==> config.mk <==
export PLATFORM = sky130hd
export DESIGN_NAME = board_reg_n
export DESIGN_NICKNAME = d
export VERILOG_FILES = /design/src/rtl/board_reg_n.sv
export SDC_FILE = /design/constraint.sdc
export NUM_CORES = 1
export LEC_CHECK = 0
export BUFFER_PORTS_ARGS = -buffer_cell sky130_fd_sc_hd__buf_4
export CORE_ASPECT_RATIO = 0.8
export CORE_MARGIN = 10
export CORE_UTILIZATION = 40
export CTS_BUF_LIST = sky130_fd_sc_hd__clkbuf_4 sky130_fd_sc_hd__clkbuf_8
export DETAILED_ROUTE_END_ITERATION = 12
export GPL_TIMING_DRIVEN = 0
export PLACE_DENSITY_LB_ADDON = 0.2
export SLEW_MARGIN = 10
export SYNTH_ARGS = -nofsm -noshare
export SYNTH_HDL_FRONTEND = slang
export SYNTH_SLANG_ARGS = --single-unit
==> constraint.sdc <==
create_clock -name clk -period 2.5 [get_ports clk]
set_clock_uncertainty 0.2 [all_clocks]
set_input_delay 0.625 -clock clk [delete_from_list [all_inputs] [get_ports clk]]
set_output_delay 0.625 -clock clk [all_outputs]
set_load 0.005 [all_outputs]
==> src/rtl/board_reg_n.sv <==
// board_reg_n: N x N game-board register with move validation, turn tracking and lock/full control.
// Accept/reject pulses are registered (1-cycle latency); optional undo history enabled by BOARD_UNDO_EN.
module board_reg_n #(
    parameter int N            = 3,
    parameter bit ENFORCE_TURN = 1'b1,
    parameter int HIST_DEPTH   = 4,
    localparam int CELLS       = N * N,
    localparam int IW          = $clog2(CELLS)
) (
    input  logic                 clk,
    input  logic                 rst,
    input  logic                 clear,
    input  logic                 lock,
    input  logic                 move_valid,
    input  logic                 move_player,
    input  logic [IW-1:0]        move_idx,
    input  logic                 undo,
    output logic [2*CELLS-1:0]   board,
    output logic                 turn,
    output logic [IW:0]          move_count,
    output logic                 move_ready,
    output logic                 move_accept,
    output logic                 move_reject,
    output logic [1:0]           reject_code,
    output logic [1:0]           state
);

    typedef enum logic [1:0] {
        S_PLAY   = 2'b00,
        S_FULL   = 2'b01,
        S_LOCKED = 2'b10
    } state_t;

    localparam logic [IW:0] CELLS_W = (IW + 1)'(CELLS);

    state_t         state_q, state_d;
    logic [1:0]     cells_q [CELLS];
    logic [IW:0]    cnt_d;
    logic           turn_d;
    logic           acc_d, rej_d;
    logic [1:0]     code_d;
    logic           wr_en;
    logic [IW-1:0]  wr_idx;
    logic [1:0]     wr_val;
    logic           push, pop;
    logic           undo_go;
    logic [IW-1:0]  hist_top;
    logic           idx_ok, cell_occ;

    assign idx_ok     = {1'b0, move_idx} < CELLS_W;
    assign cell_occ   = idx_ok && (cells_q[move_idx] != 2'b00);
    assign move_ready = (state_q == S_PLAY);
    assign state      = state_q;

    for (genvar g = 0; g < CELLS; g++) begin : g_pack
        assign board[2*g +: 2] = cells_q[g];
    end

`ifdef BOARD_UNDO_EN
    localparam int HW = $clog2(HIST_DEPTH + 1);

    // Shift-register LIFO: entry 0 is the most recent move, pushing past depth drops the oldest.
    logic [IW-1:0] hist_q [HIST_DEPTH];
    logic [HW-1:0] hist_cnt;

    assign undo_go  = undo && (hist_cnt != '0) && (state_q != S_LOCKED);
    assign hist_top = hist_q[0];

    always_ff @(posedge clk or negedge rst) begin
        if (!rst) begin
            hist_cnt <= '0;
            for (int i = 0; i < HIST_DEPTH; i++) hist_q[i] <= '0;
        end else if (clear) begin
            hist_cnt <= '0;
        end else if (push) begin
            hist_q[0] <= move_idx;
            for (int i = 1; i < HIST_DEPTH; i++) hist_q[i] <= hist_q[i-1];
            if (hist_cnt != HW'(HIST_DEPTH)) hist_cnt <= hist_cnt + 1'b1;
        end else if (pop) begin
            for (int i = 0; i < HIST_DEPTH - 1; i++) hist_q[i] <= hist_q[i+1];
            hist_cnt <= hist_cnt - 1'b1;
        end
    end
`else
    logic unused_undo;
    assign undo_go     = 1'b0;
    assign hist_top    = '0;
    assign unused_undo = undo ^ push ^ pop ^ (HIST_DEPTH > 0);
`endif

    always_comb begin
        state_d = state_q;
        cnt_d   = move_count;
        turn_d  = turn;
        acc_d   = 1'b0;
        rej_d   = 1'b0;
        code_d  = reject_code;
        wr_en   = 1'b0;
        wr_idx  = move_idx;
        wr_val  = 2'b00;
        push    = 1'b0;
        pop     = 1'b0;
        if (clear) begin
            state_d = S_PLAY;
            cnt_d   = '0;
            turn_d  = 1'b0;
        end else if (undo_go) begin
            wr_en   = 1'b1;
            wr_idx  = hist_top;
            cnt_d   = move_count - 1'b1;
            turn_d  = ~turn;
            pop     = 1'b1;
            state_d = S_PLAY;
        end else begin
            if (lock) state_d = S_LOCKED;
            if (move_valid) begin
                // A move racing a lock is refused as if the board were already frozen.
                if (lock || state_q != S_PLAY) begin
                    rej_d  = 1'b1;
                    code_d = 2'b00;
                end else if (!idx_ok) begin
                    rej_d  = 1'b1;
                    code_d = 2'b10;
                end else if (cell_occ) begin
                    rej_d  = 1'b1;
                    code_d = 2'b01;
                end else if (ENFORCE_TURN && (move_player != turn)) begin
                    rej_d  = 1'b1;
                    code_d = 2'b11;
                end else begin
                    acc_d  = 1'b1;
                    wr_en  = 1'b1;
                    wr_val = move_player ? 2'b10 : 2'b01;
                    cnt_d  = move_count + 1'b1;
                    turn_d = ~move_player;
                    push   = 1'b1;
                    if (move_count + 1'b1 == CELLS_W) state_d = S_FULL;
                end
            end
        end
    end

    always_ff @(posedge clk or negedge rst) begin
        if (!rst) begin
            for (int i = 0; i < CELLS; i++) cells_q[i] <= 2'b00;
        end else begin
            for (int i = 0; i < CELLS; i++) begin
                if (clear) cells_q[i] <= 2'b00;
                else if (wr_en && wr_idx == IW'(i)) cells_q[i] <= wr_val;
            end
        end
    end

    always_ff @(posedge clk or negedge rst) begin
        if (!rst) begin
            state_q     <= S_PLAY;
            turn        <= 1'b0;
            move_count  <= '0;
            move_accept <= 1'b0;
            move_reject <= 1'b0;
            reject_code <= 2'b00;
        end else begin
            state_q     <= state_d;
            turn        <= turn_d;
            move_count  <= cnt_d;
            move_accept <= acc_d;
            move_reject <= rej_d;
            reject_code <= code_d;
        end
    end

endmodule

==> flow_summary.toml, run 1 <==
[final_layout]
syn_to_final_growth_pct = 36.7
n_fill_cell = 366
utilization_pct = 58.0
seqCellArea_um2 = 751
drive_above_1_share_pct = 33.2
antennaDiodeCount = 0
fin_area_um2 = 2260
final_cells = 284
multi_input_area_um2 = 852
layout.nets = 243

[synthesis]
ys_types = 39
seq_area_frac_synth_pct = 45.4
synthAdderAreaFrac_pct = 3.02
netlist_area_um2 = 1660
avgSynthCellArea_um2 = 9.35
synth_top_area_share_pct = 45.4
synth_top_family_by_area = "simple AND/OR/NAND/NOR gates"
synth_compound_area_share_pct = 19.7
yosys-top-cells-count = "dfrtp_1, inv_1, nor2_1, o32ai_1, nand2_1"
synth_xor_area_share_pct = 0
synth_flop_cell = "dfrtp_1"
netlist_top_cells_area = "dfrtp_1, o32ai_1, inv_1"
synth_edf_count = 0
synth.ff_latch_count = 30
yosysTopAreaCell = "dfrtp_1"
synth.area.mux_share_pct = 1.28
synth_nets = 192
synth-simple-area-share_pct = 20.8
yosysWarnings = 0
synthArstFlopShare_pct = 100
synthCells = 177
yosysMostFrequentCell = "dfrtp_1"

[critical_path]
endpoint_kind = "register"
cp-start-kind = "input port"
cp.required_ns = 2.49
worst-path-buf-inv = 2
critPathKind = "input port to register"
cpLargestDelayFamily = "simple AND/OR/NAND/NOR gates"
cp_max_fo = 10
slowest_stage = "or4b_4"
arrival_ns = 2.45
slowest_delay_ns = 0.60
path_cells = "buf_4 -> buf_8 -> or3_4 -> a22oi_2 -> o221ai_4 -> or4b_4 -> o31ai_2"

[place]
portBuffers = 40
placed_area_um2 = 2060
post-place-ws_ns = -0.378
placed_cells = 272
dp_hpwl_um = 3210
place_congestion = 0.805

[timing]
finalCriticalPeriod_ns = 2.46
worst_pin_slew_ns = 0.550
hold_viol = 0
drv_slew = 0
max_clock_freq_ghz = 0.406
setup_viol = 0
finalWorstSetupSlack_ns = 0.0356
fin_hold_ws_ns = 0.0644
relSlewSlack_pct = 63.3
fin_tns_setup_ns = 0
min_period_over_period_pct = 98.6

[global_route]
grt.met2_usage_pct = 18.4
grt_usage_pct = 12.4
met3_usage_pct = 4.52
use_met1_pct = 16.0
antenna_found_initial = 0
grt_pass1_vias = 1476
grt_first_pass_wirelength_um = 7260
overflow = 0
busiest_layer = "met2"
grt_start_max_net_pins = 31

[power]
irDropWorstVdd_mv = 0.312
powerDensity_nw_per_um2 = 468
p_leak_nw = 0.965
power.total_mw = 1.06

[routing]
ant_nets = 0
post-route-drc-count = 0
wl_um = 4410
vias = 1505
drt_iter0_drc = 104
routedWlPerCell_um = 15.5
viasPerCell = 5.30
drt_first_pass_iters = 6

[floorplanning]
start_util_pct = 42.4
dieArea_um2 = 7130
rows = 20
fp.dieH_um = 77.5
ios = 42
core_area_um2 = 3900
die_w_um = 91.9

[run_status]
status = "completed"

[flow_run]
cap_viol_max_count = 0

[clock_network]
cts_hold_buf = 0
cts.sinks = 30
tritoncts = "done"
htree_levels = 2
clkLatencyLatePin_ns = 0.28
cts-root-buf = "clkbuf_8"
path_clk_slew_ns = 0.06
clockBufferDepth = 2
cts_made_buffers = 5

[hold_path]
min-delay-path-class = "input port to async pin"
## flip-flops by register name (all words and copies together), names as in the netlist
signal       count
move_accept      1
turn             1
board           18
move_reject      1
state            2
move_count       5
reject_code      2
## cell families (layout without fill, tap and decap cells)
family          after synthesis  in the layout
simple gates                 62             63
compound gates               42             42
buf+inv                      37             88
flops                        30             30
fa+ha+maj                     4              4
mux                           2              2
## layout make-up
cell class / instances / area share, %
well taps: 55 / 3.04
plain buffers: 9 / 2.87
clock inverters: 1 / 0.221
multi-input cells: 111 / 37.6
flip-flops and latches: 30 / 33.2
clock buffers: 7 / 3.98
inverters: 27 / 4.48
repair buffers: 44 / 14.6
## cells in the final DEF, fill, tap and decap left out, types with 2 or more instances in the layout
| master | count |
|---|---|
| nand3_1 | 8 |
| nand4_1 | 2 |
| or4b_4 | 2 |
| or3_4 | 2 |
| and2_1 | 3 |
| o31ai_1 | 3 |
| clkbuf_4 | 2 |
| nor3b_1 | 2 |
| o32ai_1 | 9 |
| a21oi_1 | 7 |
| inv_1 | 27 |
| buf_4 | 44 |
| nand2_1 | 11 |
| clkbuf_1 | 3 |
| o32ai_2 | 5 |
| ha_1 | 4 |
| nor3_1 | 2 |
| nor2_1 | 14 |
| dfrtp_1 | 30 |
| buf_6 | 2 |
| clkbuf_8 | 6 |
| or4_1 | 4 |
| nor2b_1 | 2 |
| and3_1 | 2 |
| o22ai_1 | 4 |
| o21ai_0 | 2 |
| o21a_1 | 3 |
## power breakdown
part / leakage [nW] / internal [mW] / switching [mW] / total (mW)
logic: 0.500 / 0.0637 / 0.0840 / 0.148
clock network: 0.0517 / 0.232 / 0.178 / 0.410
registers: 0.413 / 0.494 / 0.00685 / 0.501
total: 0.965 / 0.791 / 0.269 / 1.06
## worst register-to-register path: cells and delay by family (launching register included)
kind	cells	cell delay, ns
flip-flops	1	0.40
AND/OR/NAND/NOR	2	0.99
AO/OA/AOI/OAI	3	0.62
## per-layer routing
| layer | up-vias | share of wire (%) |
|---|---|---|
| met5 | - | 0 |
| met4 | 0 | 1.0 |
| met1 | 712 | 48 |
| met2 | 46 | 44 |
| met3 | 6 | 7.1 |
| li1 | 741 | - |
## final timing paths
kind	slack, ns	end	start	depth (start not counted)
min in group clk	0.32	reject_code[0]	reject_code[0]	1
max in group asynchronous	1.76	board[2]	rst	1
setup / recovery	0.04	state[0]	move_idx[0]	7
setup reg to reg	0.18	state[0]	board[12]	5
hold / removal	0.06	board[16]	rst	1
hold reg to reg	0.32	reject_code[0]	reject_code[0]	1
## what timing repair did
item | 4_1_cts | 5_1_grt
gates resized for setup | 3 | 16
endpoints found under the setup margin | 11 | 20
setup buffers | 1 | 3
gates cloned | 0 | 1
pin swaps | 2 | 6
Note: power is estimated with default switching activity, not from simulation.
==> inputs of run 2 (changes only) <==
ABC_AREA = 1   (was default)
CAP_MARGIN = 20   (was default)
==> run 2 against run 1 <==
Against the previous run: power shrank 3.1%; synthesized area increased by 4.5%; first-iteration DRC count shrank 7.7%; global-route usage grew 0.62 points; final cell count grew 18%; core utilization is 5.4 points lower; worst setup slack gained 0.29 ns; critical path depth up 1; clock-buffer cell count unchanged; non-clock buffer count fell by 8; critical path type unchanged.
==> flow_summary.toml, run 2 <==
[run_status]
status = "completed"

[final_layout]
n_fill_cell = 421
final_cell_mix = "nand2_1, buf_4, nor2_1"
final_common_cell = "nand2_1"
multi_input_area_um2 = 866
drive_above_1_share_pct = 24.9
antennaDiodeCount = 0
seqCellArea_um2 = 751
utilization_pct = 52.6
layout.nets = 291
largest_reg_flops = 18
final_cells = 334
fin_area_um2 = 2200
syn_to_final_growth_pct = 27.0

[timing]
drv_slew = 0
rsz0062_at_grt = "no"
relSlewSlack_pct = 63.5
fin_tns_setup_ns = 0
max_clock_freq_ghz = 0.461
finalWorstSetupSlack_ns = 0.330
hold_viol = 0
setup_viol = 0
worst_pin_slew_ns = 0.547
min_period_over_period_pct = 86.8
finalCriticalPeriod_ns = 2.17
fin_hold_ws_ns = 0.0631

[clock_network]
cts.sinks = 30
htree_levels = 2
cts_hold_buf = 0
path_clk_slew_ns = 0.06
cts_made_buffers = 5
clkLatencyLatePin_ns = 0.28
cts-root-buf = "clkbuf_8"
clockBufferDepth = 2
post_cts_resized = 0
post_cts_buffers = 0
tritoncts = "done"

[synthesis]
synthCells = 229
yosys-top-cells-count = "nand2_1, nor2_1, dfrtp_1, nand3_1, inv_1"
synth_top_family_by_area = "simple AND/OR/NAND/NOR gates"
netlist_area_um2 = 1730
synth.area.mux_share_pct = 0
ys_types = 26
synth_top_area_share_pct = 43.4
yosysTopAreaCell = "dfrtp_1"
yosysWarnings = 0
synth_flop_cell = "dfrtp_1"
synth_compound_area_share_pct = 2.17
synthAdderAreaFrac_pct = 2.89
netlist_top_cells_area = "dfrtp_1, nand2_1, nand3_1"
synth_edf_count = 0
avgSynthCellArea_um2 = 7.56
yosysMostFrequentCell = "nand2_1"
synthArstFlopShare_pct = 100
synth_xor_area_share_pct = 1.52
seq_area_frac_synth_pct = 43.4
synth_nets = 244
synth-simple-area-share_pct = 43.5
synth.ff_latch_count = 30

[flow_run]
cap_viol_max_count = 0

[place]
placed_cells = 326
portBuffers = 40
post-place-ws_ns = 0.0471
place_congestion = 0.884
dp_hpwl_um = 3220
placed_area_um2 = 2100

[routing]
ant_nets = 0
viasPerCell = 4.82
drt_first_pass_iters = 4
drt_iter0_drc = 96
wl_um = 4290
vias = 1609
post-route-drc-count = 0
routedWlPerCell_um = 12.9

[floorplanning]
die_w_um = 93.5
ios = 42
rows = 21
start_util_pct = 41.4
fp.dieH_um = 78.8
dieArea_um2 = 7370
core_area_um2 = 4180

[global_route]
antenna_found_initial = 0
grt_pass1_vias = 1607
grt_usage_pct = 13.0
grt_first_pass_wirelength_um = 7780
grt_start_max_net_pins = 31
overflow = 0

[critical_path]
cp.required_ns = 2.52
arrival_ns = 2.19
cp-start-kind = "input port"
endpoint_kind = "register"
critPathKind = "input port to register"
cp_max_fo = 10

[power]
powerDensity_nw_per_um2 = 467
irDropWorstVdd_mv = 0.231
p_leak_nw = 1.32
power.total_mw = 1.03

[hold_path]
min-delay-path-class = "input port to async pin"
-- run 2: changes by cell type after synthesis, sizes merged, moves of 4 or more --
cell / before / now
nand3: 9 / 31
nand4: 2 / 11
o22ai: 4 / 0
nor2: 14 / 37
inv: 27 / 23
or4: 4 / 0
a21oi: 8 / 1
o31ai: 5 / 0
nand2: 11 / 76
o32ai: 14 / 0
-- run 2: logic make-up after synthesis --
group,after synthesis
AO/OA/AOI/OAI,7
XOR/XNOR,3
adder cells (fa/ha/maj),4
buffers and inverters,28
flip-flops,30
AND/OR/NAND/NOR,157
-- run 2: final timing paths --
kind | depth (start not counted) | startpoint | slack (ns) | endpoint
setup / recovery | 8 | move_player | 0.33 | move_count[3]
hold / removal | 1 | rst | 0.06 | move_count[1]
setup reg to reg | 7 | turn | 0.36 | move_count[3]
hold reg to reg | 2 | reject_code[1] | 0.28 | reject_code[1]
max in group asynchronous | 1 | rst | 1.76 | board[8]
min in group clk | 2 | reject_code[1] | 0.28 | reject_code[1]
-- run 2: per-layer routing --
metal / up-vias / part of all wire [%] / global-route usage (%)
li1: 826 / - / -
met1: 747 / 47 / 16.8
met2: 32 / 44 / 18.5
met3: 4 / 7.7 / 5.83
met4: 0 / 1.1 / 4.85
met5: - / 0 / 0
-- run 2: report_power, final --
part           leakage [nW]  switching (mW)  total (mW)  internal (mW)
clock                0.0517           0.172       0.404          0.232
combinational         0.853          0.0766       0.120         0.0432
sequential            0.414         0.00666       0.502          0.496
total                  1.32           0.255        1.03          0.771
-- run 2: layout make-up --
type                       count  share of cell area [%]
clock inverter                 1                   0.228
inverter                      23                    3.93
tap                           57                    3.25
sequential                    30                    34.2
multi-input combinational    171                    39.4
timing repair buffer          40                    13.7
buffer                         5                    1.25
clock buffer                   7                    4.10
-- run 2: worst max-delay path: stages --
cell     delay [ns]
buf_4          0.09
inv_1          0.04
ha_1           0.34
nor3_4         0.50
nand3_2        0.24
nor2_2         0.21
nand2_1        0.07
nand2_1        0.06
